===== config.mk =====
export PLATFORM = sky130hd
export DESIGN_NAME = dds_wave_osc
export DESIGN_NICKNAME = d
export VERILOG_FILES = /design/src/rtl/dds_wave_osc.sv
export SDC_FILE = /design/constraint.sdc
export NUM_CORES = 1
export LEC_CHECK = 0
export CORE_MARGIN = 1
export CORE_UTILIZATION = 50
export CTS_BUF_LIST = sky130_fd_sc_hd__clkbuf_8
export CTS_CLUSTER_DIAMETER = 120
export DETAILED_ROUTE_END_ITERATION = 8
export GPL_TIMING_DRIVEN = 1
export PLACE_DENSITY = 0.69
export REMOVE_ABC_BUFFERS = 1
export SLEW_MARGIN = 20
export SYNTH_ARGS = -nofsm -noshare
export SYNTH_HDL_FRONTEND = slang
export SYNTH_SLANG_ARGS = --single-unit

===== constraint.sdc =====
create_clock -name BIT_CLK -period 11.6 [get_ports BIT_CLK]
set_input_delay 3.48 -clock BIT_CLK [delete_from_list [all_inputs] [get_ports BIT_CLK]]
set_output_delay 3.48 -clock BIT_CLK [all_outputs]
set_load 0.1 [all_outputs]

===== src/rtl/dds_wave_osc.sv =====
// ---------------------------------------------------------------------------
// dds_wave_osc
//
// Direct-digital-synthesis oscillator, one instance per voice. A phase
// accumulator advances by the tuning word once per frame strobe; the captured
// phase is mapped to one of four waveforms (sine, square, saw, triangle) and
// presented as an unsigned offset-binary sample two clocks later.
//
// Ports
//   BIT_CLK    in   1        sole clock, rising edge
//   RESET      in   1        asynchronous active-high reset
//   frame_sig  in   1        sample strobe, one cycle per sample
//   en         in   1        load strobe for TUNE_IN / MODE_IN
//   sync       in   1        hard sync: phase reset to zero
//   TUNE_IN    in   PHASE_W  new tuning word
//   MODE_IN    in   2        new mode: 0 sine, 1 square, 2 saw, 3 triangle
//   TUNE       out  PHASE_W  active tuning word
//   MODE       out  2        active mode
//   WAVE_OUT   out  OUT_W    current sample, held between samples
//   VALID      out  1        one-cycle pulse when WAVE_OUT updates
// ---------------------------------------------------------------------------
module dds_wave_osc #(
    parameter int                 OUT_W    = 18,
    parameter int                 PHASE_W  = 24,
    parameter int                 LUT_AW   = 6,
    parameter logic [PHASE_W-1:0] TUNE_RST = 24'd65536
) (
    input  logic               BIT_CLK,
    input  logic               RESET,
    input  logic               frame_sig,
    input  logic               en,
    input  logic               sync,
    input  logic [PHASE_W-1:0] TUNE_IN,
    input  logic [1:0]         MODE_IN,
    output logic [PHASE_W-1:0] TUNE,
    output logic [1:0]         MODE,
    output logic [OUT_W-1:0]   WAVE_OUT,
    output logic               VALID
);

    localparam int LUT_N = 2 ** LUT_AW;

    // Only the top phase bits ever reach the waveform mappers, so the
    // pipeline carries just those. Triangle needs OUT_W+1 bits, sine needs
    // two quadrant bits plus the table index.
    localparam int CAP_W = ((OUT_W + 1) > (LUT_AW + 2)) ? (OUT_W + 1) : (LUT_AW + 2);

    localparam logic [OUT_W-1:0]  MID      = {1'b0, {(OUT_W-1){1'b1}}};
    localparam logic [OUT_W-1:0]  MAX      = {OUT_W{1'b1}};
    localparam logic [LUT_AW:0]   LUT_SPAN = {1'b1, {LUT_AW{1'b0}}};

    localparam logic [1:0] MODE_SINE   = 2'd0;
    localparam logic [1:0] MODE_SQUARE = 2'd1;
    localparam logic [1:0] MODE_SAW    = 2'd2;
    localparam logic [1:0] MODE_TRI    = 2'd3;

    // -----------------------------------------------------------------------
    // Quarter-wave table entry k: round(A * sin(pi/2 * k / 2^LUT_AW)).
    // Evaluated at elaboration with a Taylor series so no math library or
    // memory file is needed; 12 terms are far below one LSB of error over
    // the [0, pi/2] argument range.
    // -----------------------------------------------------------------------
    function automatic logic [OUT_W-1:0] quarter_sin(input int k);
        real x;
        real term;
        real acc;
        real amp;
        x    = 1.5707963267948966 * real'(k) / real'(LUT_N);
        term = x;
        acc  = x;
        for (int n = 1; n < 12; n++) begin
            term = -term * x * x / real'((2 * n) * (2 * n + 1));
            acc  = acc + term;
        end
        amp = real'((2 ** (OUT_W - 1)) - 1);
        return OUT_W'($rtoi(amp * acc + 0.5));
    endfunction

    logic [OUT_W-1:0] qtab [0:LUT_N];

    for (genvar k = 0; k <= LUT_N; k++) begin : g_qtab
        localparam logic [OUT_W-1:0] QV = quarter_sin(k);
        assign qtab[k] = QV;
    end

    // -----------------------------------------------------------------------
    // Internal state
    // -----------------------------------------------------------------------
    logic [PHASE_W-1:0] phase_r;
    logic [PHASE_W-1:0] phase_start_s;

    logic [CAP_W-1:0]   p0_r;
    logic [1:0]         m0_r;
    logic               v0_r;

    logic [OUT_W-1:0]   s1_r;
    logic               v1_r;

    logic [1:0]         quad_s;
    logic [LUT_AW-1:0]  idx_s;
    logic [LUT_AW:0]    idx_dir_s;
    logic [LUT_AW:0]    idx_mir_s;
    logic [OUT_W-1:0]   q_dir_s;
    logic [OUT_W-1:0]   q_mir_s;
    logic [OUT_W-1:0]   sine_s;
    logic [OUT_W-1:0]   tri_s;
    logic [OUT_W-1:0]   wave_s;

    // Active tuning word and mode; loaded on en, independent of the strobe.
    always_ff @(posedge BIT_CLK or posedge RESET) begin
        if (RESET) begin
            TUNE <= TUNE_RST;
            MODE <= MODE_SINE;
        end else if (en) begin
            TUNE <= TUNE_IN;
            MODE <= MODE_IN;
        end else begin
            TUNE <= TUNE;
            MODE <= MODE;
        end
    end

    // Phase the current strobe starts from; a same-cycle sync forces zero.
    always_comb begin
        phase_start_s = phase_r;
        if (sync) begin
            phase_start_s = '0;
        end else begin
            phase_start_s = phase_r;
        end
    end

    // Stage 0: capture phase/mode on a strobe and advance the accumulator.
    // TUNE and MODE here are the pre-load values, so a same-cycle en only
    // affects later strobes.
    always_ff @(posedge BIT_CLK or posedge RESET) begin
        if (RESET) begin
            phase_r <= '0;
            p0_r    <= '0;
            m0_r    <= MODE_SINE;
            v0_r    <= 1'b0;
        end else begin
            v0_r <= frame_sig;
            if (frame_sig) begin
                p0_r    <= phase_start_s[PHASE_W-1 -: CAP_W];
                m0_r    <= MODE;
                phase_r <= phase_start_s + TUNE;
            end else if (sync) begin
                p0_r    <= p0_r;
                m0_r    <= m0_r;
                phase_r <= '0;
            end else begin
                p0_r    <= p0_r;
                m0_r    <= m0_r;
                phase_r <= phase_r;
            end
        end
    end

    // Sine by quadrant symmetry: quadrants 1 and 3 read the table mirrored
    // (index 2^LUT_AW - i), quadrants 2 and 3 subtract from mid-scale.
    always_comb begin
        quad_s    = p0_r[CAP_W-1 -: 2];
        idx_s     = p0_r[CAP_W-3 -: LUT_AW];
        idx_dir_s = {1'b0, idx_s};
        idx_mir_s = LUT_SPAN - idx_dir_s;
        q_dir_s   = qtab[idx_dir_s];
        q_mir_s   = qtab[idx_mir_s];
        case (quad_s)
            2'd0:    sine_s = MID + q_dir_s;
            2'd1:    sine_s = MID + q_mir_s;
            2'd2:    sine_s = MID - q_dir_s;
            2'd3:    sine_s = MID - q_mir_s;
            default: sine_s = MID;
        endcase
    end

    // Triangle folds the second half-cycle by inverting the ramp below MSB.
    always_comb begin
        tri_s = p0_r[CAP_W-2 -: OUT_W];
        if (p0_r[CAP_W-1]) begin
            tri_s = ~p0_r[CAP_W-2 -: OUT_W];
        end else begin
            tri_s = p0_r[CAP_W-2 -: OUT_W];
        end
    end

    // Waveform select for the captured mode.
    always_comb begin
        case (m0_r)
            MODE_SINE:   wave_s = sine_s;
            MODE_SQUARE: wave_s = p0_r[CAP_W-1] ? {OUT_W{1'b0}} : MAX;
            MODE_SAW:    wave_s = p0_r[CAP_W-1 -: OUT_W];
            MODE_TRI:    wave_s = tri_s;
            default:     wave_s = MID;
        endcase
    end

    // Stage 1: register the mapped sample.
    always_ff @(posedge BIT_CLK or posedge RESET) begin
        if (RESET) begin
            s1_r <= MID;
            v1_r <= 1'b0;
        end else begin
            v1_r <= v0_r;
            if (v0_r) begin
                s1_r <= wave_s;
            end else begin
                s1_r <= s1_r;
            end
        end
    end

    // Stage 2: present the sample; WAVE_OUT holds until the next one.
    always_ff @(posedge BIT_CLK or posedge RESET) begin
        if (RESET) begin
            WAVE_OUT <= MID;
            VALID    <= 1'b0;
        end else begin
            VALID <= v1_r;
            if (v1_r) begin
                WAVE_OUT <= s1_r;
            end else begin
                WAVE_OUT <= WAVE_OUT;
            end
        end
    end

endmodule


Yosys cells after proc, flatten, opt, wreduce, memory -nomap -nowiden
Memories as Yosys holds them, arrays and structs flattened.
Cells that the tools add are included.
Cells by class
  add/subtract/negate cells: 6
  $lt $le $gt $ge: 2
  equality and inequality tests: 6
  mux-type cells: 10
  bitwise logic cells: 3
  reduce and logical (&&, ||, !) cells: 2
Operator list (count)
  $pmux W18 S4: 2
  $mux W18: 6
  $mux W24: 2
  $add A17 B18 Y18 const A: 2
  $sub A17 B18 Y18 const A: 2
  $add A24 B24 Y24: 1
  $not A18 Y18: 1
  $ge A8 B8 Y1 const B: 2
  $eq A2 B2 Y1 const B: 4
  $not A6 Y8: 1
  $not A7 Y8: 1
  $sub A7 B6 Y7 const A: 1
  $eq A2 B1 Y1 const B: 2
  $logic_not A2 Y1: 2
Word-level totals
  bits in registers: 110
  memory bits (read-only): 4608
  bits of input ports: 31
  output and inout port bits: 45
  word-level logic and storage cells: 41
  memories: 2
Memory list
  (no name shown): words 128, width 18, read ports 1, clocked after memory_dff 0, write ports 0, line 168  | q_mir_s = qtab[idx_mir_s];
  (no name shown): words 128, width 18, read ports 1, clocked after memory_dff 0, write ports 0, line 167  | q_dir_s = qtab[idx_dir_s];

Logic depth before layout (Yosys ltp)
Gate-level depths: netlist (run 1).
  depth in word-level cells: 8
  mapped depth: 22
  gate-level depth less buffers: 16

Worst setup path after synthesis (run 1)
No wires, ideal clock.
  path kind: input -> register
  from: input sync
  to: register phase_r[19]
  library setup time: 0.125 ns
  data arrival time: 5.973 ns
  required time: 11.475 ns
  setup slack: 5.502 ns
  cell stages on the path: 13
  buffers on the path: 1
  cells stage by stage: clkbuf_1 -> nand2b_1 -> inv_1 -> ha_1 -> a211oi_1 -> or3_1 -> a31oi_1 -> a221o_1 -> a21oi_1 -> nor2b_1 -> o21ai_0 -> xor2_1 -> mux2_2
Between the ends
  word-level cells in the longest chain between the ends: 3
Ends and longest elaborated chain
  start: declaration: line 32  | input logic sync,
  $mux W24 (*)
  $add A24 B24 Y24: line 147  | phase_r <= phase_start_s + TUNE;
  $mux W24 (*): line 144  | if (frame_sig) begin
  end signal: assignment: line 147
  end signal: assignment: line 155  | phase_r <= phase_r;
  end: declaration: line 89  | logic [PHASE_W-1:0] phase_r;
Mark *: on every way between the ends. The rest lies on a longest branch, timed or not.
A chain may end at the register's enable or synchronous reset.

Final worst setup path (run 1)
Ends and elaborated chain as after synthesis.

==> impl_metrics.env, run 1 <==
export IMPL_status="finished clean"
export IMPL_finalCritPeriodShare_pct=60.3
export IMPL_worst_endpoint_arrival_ns=7.29
export IMPL_proportion_of_layout_cells_with_a_drive_suffix_above_1_pct=15.1
export IMPL_maximum_fanout_along_the_worst_path=24
export IMPL_floorplan_io_pins=76
export IMPL_fillCellCount=2010
export IMPL_synth_top_cell_area_share_pct=17.2
export IMPL_r2r_worst_path_cells=14
export IMPL_layout_commonest_cell="nand2_1"
export IMPL_main_synth_ff_type="dfrtp_1"
export IMPL_areaGrowthSynthToFinish_pct=8.96
export IMPL_min_delay_start="s1_r[0]"
export IMPL_synth_distinct_cells=94
export IMPL_ctsResizeCount=0
export IMPL_detailedRoute_firstIterationViolations=1223
export IMPL_final_nets=1405
export IMPL_tritoncts_num_buffers=9
export IMPL_wl_mm=35.1
export IMPL_layout_common_cells="nand2_1 (111), a21oi_1 (98), nor2_1 (91)"
export IMPL_peak_clock_frequency_supported_by_timing_mhz=143
export IMPL_cts_setup_buffers=0
export IMPL_arithmetic_cell_share_of_the_synthesized_area_counting_full_adders_half_adders_and_majority_gates_pct=6.04
export IMPL_timing_final_setup_violations=0
export IMPL_power_ir_vdd_worst_mv=0.112
export IMPL_whs_ns=0.519
export IMPL_post_synthesis_share_of_cell_area_spent_on_and_or_nand_and_nor_gates_pct=20.0
export IMPL_routed_antenna_nets=0
export IMPL_placement_cell_area_um2=11700
export IMPL_gpl_final_weighted_congestion=0.978
export IMPL_power_density_nw_per_um2=267
export IMPL_fin_setup_tns_ns=0
export IMPL_die_area_um2=22400
export IMPL_ys_warn_count=0
export IMPL_netlist_top_cell_by_area="dfrtp_1"
export IMPL_x_dimension_of_the_die_um=150
export IMPL_synth_compound_area_share_pct=28.8
export IMPL_vias_per_cell=6.66
export IMPL_startpoint="sync"
export IMPL_async_reset_ff_share_pct=100
export IMPL_final_cells=1602
export IMPL_die_height_um=150
export IMPL_regArea_um2=2800
export IMPL_worstHoldPathType="reg2reg"
export IMPL_yosysSeqAreaShare_pct=25.7
export IMPL_startpoint_type="input port"
export IMPL_worst_pin_slew_ns=1.02
export IMPL_clock_insertion_delay_worst_skew_ns=0.39
export IMPL_timing_critical_path_to_type="flop"
export IMPL_synth_xor_area_share_pct=2.95
export IMPL_std_cell_rows=53
export IMPL_clk_pin_slew_worst_paths_ns=0.11
export IMPL_synthCells=1325
export IMPL_timing_max_slew_rel_slack_pct=31.4
export IMPL_overflow=0
export IMPL_clk_path_buf_depth=2
export IMPL_whs_path_depth=1
export IMPL_cts_htree_levels=3
export IMPL_num_vias=10700
export IMPL_finalHoldViolations=0
export IMPL_maxSlewViolCount=0
export IMPL_track_usage_pct=32.3
export IMPL_dr_pass1_iters=5
export IMPL_diodes=0
export IMPL_drv_cap=0
export IMPL_synth_area_leaders="dfrtp_1 (17%), dfstp_2 (8.4%), mux2_2 (7.3%)"
export IMPL_drc=0
export IMPL_critPathKind="in2reg"
export IMPL_holdBufCountCts=0
export IMPL_ys_ff_latch=110
export IMPL_cts_tree="done"
export IMPL_post_drt_wl_per_cell_um=21.9
export IMPL_fin_worst_skew_ns=0.0124
export IMPL_largest_family_of_logic_cells_by_synthesized_area="compound AO/OA/AOI/OAI gates"
export IMPL_syn_avg_cell_area_um2=8.22
export IMPL_number_of_instances_in_the_placed_design=1586
export IMPL_worstPathRequired_ns=11.89
export IMPL_clock_tree_root_cell="clkbuf_8"
export IMPL_grt_start_max_net_pins=89
export IMPL_final_design_area_no_fill_um2=11900
export IMPL_io_buffers=75
export IMPL_cts_sinks=110
export IMPL_dp_hpwl_mm=24.7
export IMPL_wire_length_of_the_first_global_routing_pass_mm=56.4
export IMPL_core_area_um2=21200
export IMPL_unrepaired_setup_endpoints_after_global_routing="no"
export IMPL_yosys_mux_area_fraction_pct=10.6
export IMPL_period_minus_slack_ns=7.00
export IMPL_start_of_the_worst_register_to_register_path="p0_r[12]"
export IMPL_starting_utilization_of_the_core_area_pct=51.3
export IMPL_synthesis_area_um2=10900
export IMPL_grt_antenna_before_repair=0
export IMPL_leakage_nw=4.65
export IMPL_number_of_enable_flip_flop_cells_after_synthesis=0
export IMPL_multi_input_area_um2=7470
export IMPL_first_global_vias=10000
## cell type report
class	count	share of cell area [%]
multi-input cells	1065	62.9
clock inverters	6	0.474
clock buffers	10	1.16
well taps	275	2.90
repair buffers	100	7.82
inverters	36	1.16
flip-flops and latches	110	23.6
## cells in the mapped netlist (all sizes together) (6+ instances only)
cell,count
o311ai,7
a21o,15
o32ai,6
nor2,91
a21oi,98
ha,51
o211ai,24
nor2b,49
a211o,12
nor4,6
o31ai,9
dfrtp,75
or3,16
a32oi,6
a221oi,12
mux2,71
nor3,32
nand2b,23
or3b,7
mux2i,27
dfstp,35
o221ai,6
o21ai,91
or2,12
and3,7
inv,34
o22ai,27
a2111oi,7
xnor2,24
nand2,111
buf,45
xor2,8
and2,15
o21a,10
a311oi,13
nand3,29
nor3b,8
a31oi,19
a211oi,25
clkbuf,69
o32a,6
## worst paths after layout
path / endpoint / slack, ns
setup / recovery: phase_r[19] / 4.60
min in group asynchronous: VALID / 3.49
hold / removal: s1_r[0] / 0.52
hold reg to reg: s1_r[0] / 0.52
setup reg to reg: s1_r[6] / 5.82
max in group asynchronous: p0_r[14] / 6.81
## per-layer routing
metal  vias up  track usage [%]  part of all wire, %
met4         0             16.3                  4.9
met2       517             46.9                   43
met5         -                0                    0
li1       4957                -                    -
met1      5083             44.8                   43
met3       107             6.83                  9.5
## stage by stage
step | worst slack, ns | power, mW | utilization, %
6_report | 4.60 | 3.16 | 55.9
5_1_grt | 4.32 | 3.36 | 55.9
4_1_cts | 4.62 | 3.12 | 56.0
3_5_place_dp | 4.18 | 2.88 | 55.0
3_3_place_gp | 4.35 | 2.87 | 55.0
2_1_floorplan | 4.95 | 2.25 | -
## power breakdown
| part | leakage (nW) | total, mW | internal [mW] | switching [mW] |
|---|---|---|---|---|
| Combinational | 3.27 | 2.33 | 0.786 | 1.55 |
| Clock | 0.0883 | 0.228 | 0.0873 | 0.140 |
| Sequential | 1.29 | 0.603 | 0.530 | 0.0732 |
| Total | 4.65 | 3.16 | 1.40 | 1.76 |
## sequential cells by signal, indices dropped and copies added, names as in the netlist, 2 cells and up
signal	flops
s1_r	18
TUNE	24
MODE	2
p0_r	19
WAVE_OUT	18
phase_r	24
m0_r	2
## worst max-delay path, cell delays in order
cell,delay (ns)
clkdlybuf4s50_1,1.08
nand2b_1,0.27
inv_1,0.06
ha_1,0.29
a211oi_1,0.34
or3_1,0.19
a31oi_1,0.13
a221o_1,0.38
a21oi_1,0.24
nor2b_1,0.23
o21ai_0,0.14
xor2_1,0.15
mux2_2,0.27
## cell families after synthesis
group	count (synthesis)
xor+xnor	32
fa+ha+maj	52
mux	102
flops	110
compound gates	454
simple gates	425
buf+inv	150
Power figures use the tool's default switching activity.
==> run 2: changes to the inputs <==
Settings changed: PLACE_DENSITY 0.69 to 0.72.
Clock period 11.6 ns to 5.61 ns, I/O delays scaled along.
==> run 2 against run 1 <==
Sequential power up 110%. Combinational power grew 110%. Clock skew grew 0.013 ns. Worst setup slack worse by 3.8 ns. Hold slack got worse by 0.0021 ns. Non-clock buffer count is 16 higher. Via count increased by 1.7%.
==> impl_metrics.env, run 2 (same netlist as run 1, synthesis figures left out) <==
export IMPL_clk_path_buf_depth=2
export IMPL_finalCritPeriodShare_pct=86.4
export IMPL_layout_common_cells="nand2_1 (111), a21oi_1 (98), nor2_1 (91)"
export IMPL_power_density_nw_per_um2=555
export IMPL_io_buffers=75
export IMPL_detailedRoute_firstIterationViolations=1144
export IMPL_fin_worst_skew_ns=0.0256
export IMPL_power_ir_vdd_worst_mv=0.209
export IMPL_maximum_fanout_along_the_worst_path=8
export IMPL_topRoutingLayerUsed="met4"
export IMPL_proportion_of_layout_cells_with_a_drive_suffix_above_1_pct=15.9
export IMPL_worst_pin_slew_ns=0.999
export IMPL_timing_critical_path_to_type="flop"
export IMPL_starting_utilization_of_the_core_area_pct=51.3
export IMPL_layout_commonest_cell="nand2_1"
export IMPL_clock_tree_root_cell="clkbuf_8"
export IMPL_clock_insertion_delay_worst_skew_ns=0.40
export IMPL_whs_ns=0.517
export IMPL_dr_pass1_iters=8
export IMPL_period_minus_slack_ns=4.85
export IMPL_detailroute_wirelength_met2_mm=15.9
export IMPL_gpl_final_weighted_congestion=1.00
export IMPL_cts_htree_levels=3
export IMPL_peak_clock_frequency_supported_by_timing_mhz=206
export IMPL_wirelength_met1_mm=15.4
export IMPL_finalHoldViolations=0
export IMPL_track_usage_pct=32.9
export IMPL_holdBufCountCts=0
export IMPL_post_drt_wl_per_cell_um=22.3
export IMPL_overflow=0
export IMPL_critPathKind="reg2reg"
export IMPL_grt_start_max_net_pins=73
export IMPL_std_cell_rows=53
export IMPL_drc=0
export IMPL_final_setup_worst_slack_ns=0.761
export IMPL_unrepaired_setup_endpoints_after_global_routing="no"
export IMPL_cts_sinks=110
export IMPL_routed_antenna_nets=0
export IMPL_worst_endpoint_arrival_ns=5.11
export IMPL_cpMaxStageDelayCell="or4_4"
export IMPL_routed_wl_met3_mm=3.23
export IMPL_layout_top_registers="TUNE x24, phase_r x24, p0_r x19"
export IMPL_dp_hpwl_mm=26.0
export IMPL_tritoncts_num_buffers=9
export IMPL_place_worst_setup_slack_ns=0.481
export IMPL_grt_antenna_before_repair=0
export IMPL_floorplan_io_pins=76
export IMPL_critical_path_max_stage_delay_ns=0.56
export IMPL_wl_mm=36.0
export IMPL_cts_setup_buffers=0
export IMPL_final_util_pct=56.6
export IMPL_startpoint_type="flop"
export IMPL_core_area_um2=21200
export IMPL_cts_tree="done"
export IMPL_number_of_instances_in_the_placed_design=1602
export IMPL_areaGrowthSynthToFinish_pct=10.2
export IMPL_vias_per_cell=6.71
export IMPL_first_global_vias=10200
export IMPL_die_area_um2=22400
export IMPL_final_cells=1617
export IMPL_num_vias=10800
export IMPL_clk_pin_slew_worst_paths_ns=0.12
export IMPL_timing_final_setup_violations=0
export IMPL_ctsResizeCount=0
export IMPL_power_mw=6.67
export IMPL_final_nets=1421
export IMPL_leakage_nw=4.75
export IMPL_drv_cap=0
export IMPL_worstHoldPathType="reg2reg"
export IMPL_x_dimension_of_the_die_um=150
export IMPL_maxSlewViolCount=0
export IMPL_status="finished clean"
export IMPL_timing_critical_path_cells="inv_1, buf_4, ha_1, nor2b_1, buf_4, mux2i_1, o21ai_0, nor3b_1, or4_4, o22ai_1, ha_1, nand2_1, o32ai_1, a221oi_1, a2111oi_0"
export IMPL_worstPathRequired_ns=5.87
export IMPL_timing_max_slew_rel_slack_pct=33.2
export IMPL_wire_length_of_the_first_global_routing_pass_mm=57.4
export IMPL_die_height_um=150
export IMPL_diodes=0
## run 2: critical path: cells and delay by family, from the launching register on
family / cells / cell delay, ns
compound gates: 5 / 1.65
simple gates: 4 / 1.07
fa+ha+maj: 2 / 0.70
buf+inv: 3 / 0.46
mux: 1 / 0.45
flops: 1 / 0.40
## run 2: final timing paths
kind,slack (ns),startpoint,to,depth (start not counted)
min in group asynchronous,1.83,RESET,VALID,2
hold reg to reg,0.52,s1_r[1],s1_r[1],2
max in group asynchronous,2.99,RESET,TUNE[16],3
hold / removal,0.52,s1_r[1],s1_r[1],2
setup reg to reg,0.76,p0_r[12],s1_r[6],15
setup / recovery,0.76,p0_r[12],s1_r[6],15
## run 2: metrics by stage
stage / area, µm² / setup TNS (ns)
6_report: 12000 / 0
5_1_grt: 12000 / 0
4_1_cts: 12000 / 0
3_5_place_dp: 11800 / 0
3_3_place_gp: 11800 / 0
2_1_floorplan: 10400 / -9.15
## run 2: layout make-up
| class | instances | area, µm² |
|---|---|---|
| Fill cell | 1988 | 9220 |
| Multi-Input combinational cell | 1065 | 7470 |
| Sequential cell | 110 | 2800 |
| Timing Repair Buffer | 116 | 1060 |
| Tap cell | 275 | 344 |
| Inverter | 36 | 138 |
| Clock buffer | 9 | 124 |
| Clock inverter | 6 | 71.3 |
## run 2: per-layer routing
metal / up-vias / global-route usage [%]
li1: 4981 / -
met1: 5169 / 45.8
met2: 587 / 49.9
met3: 110 / 5.58
met4: 0 / 13.9
met5: - / 0
## run 2: power by group
group	leakage [nW]	total [mW]	switching, mW	internal [mW]
combinational	3.35	4.90	3.23	1.67
clock	0.103	0.501	0.292	0.209
sequential	1.29	1.27	0.170	1.10
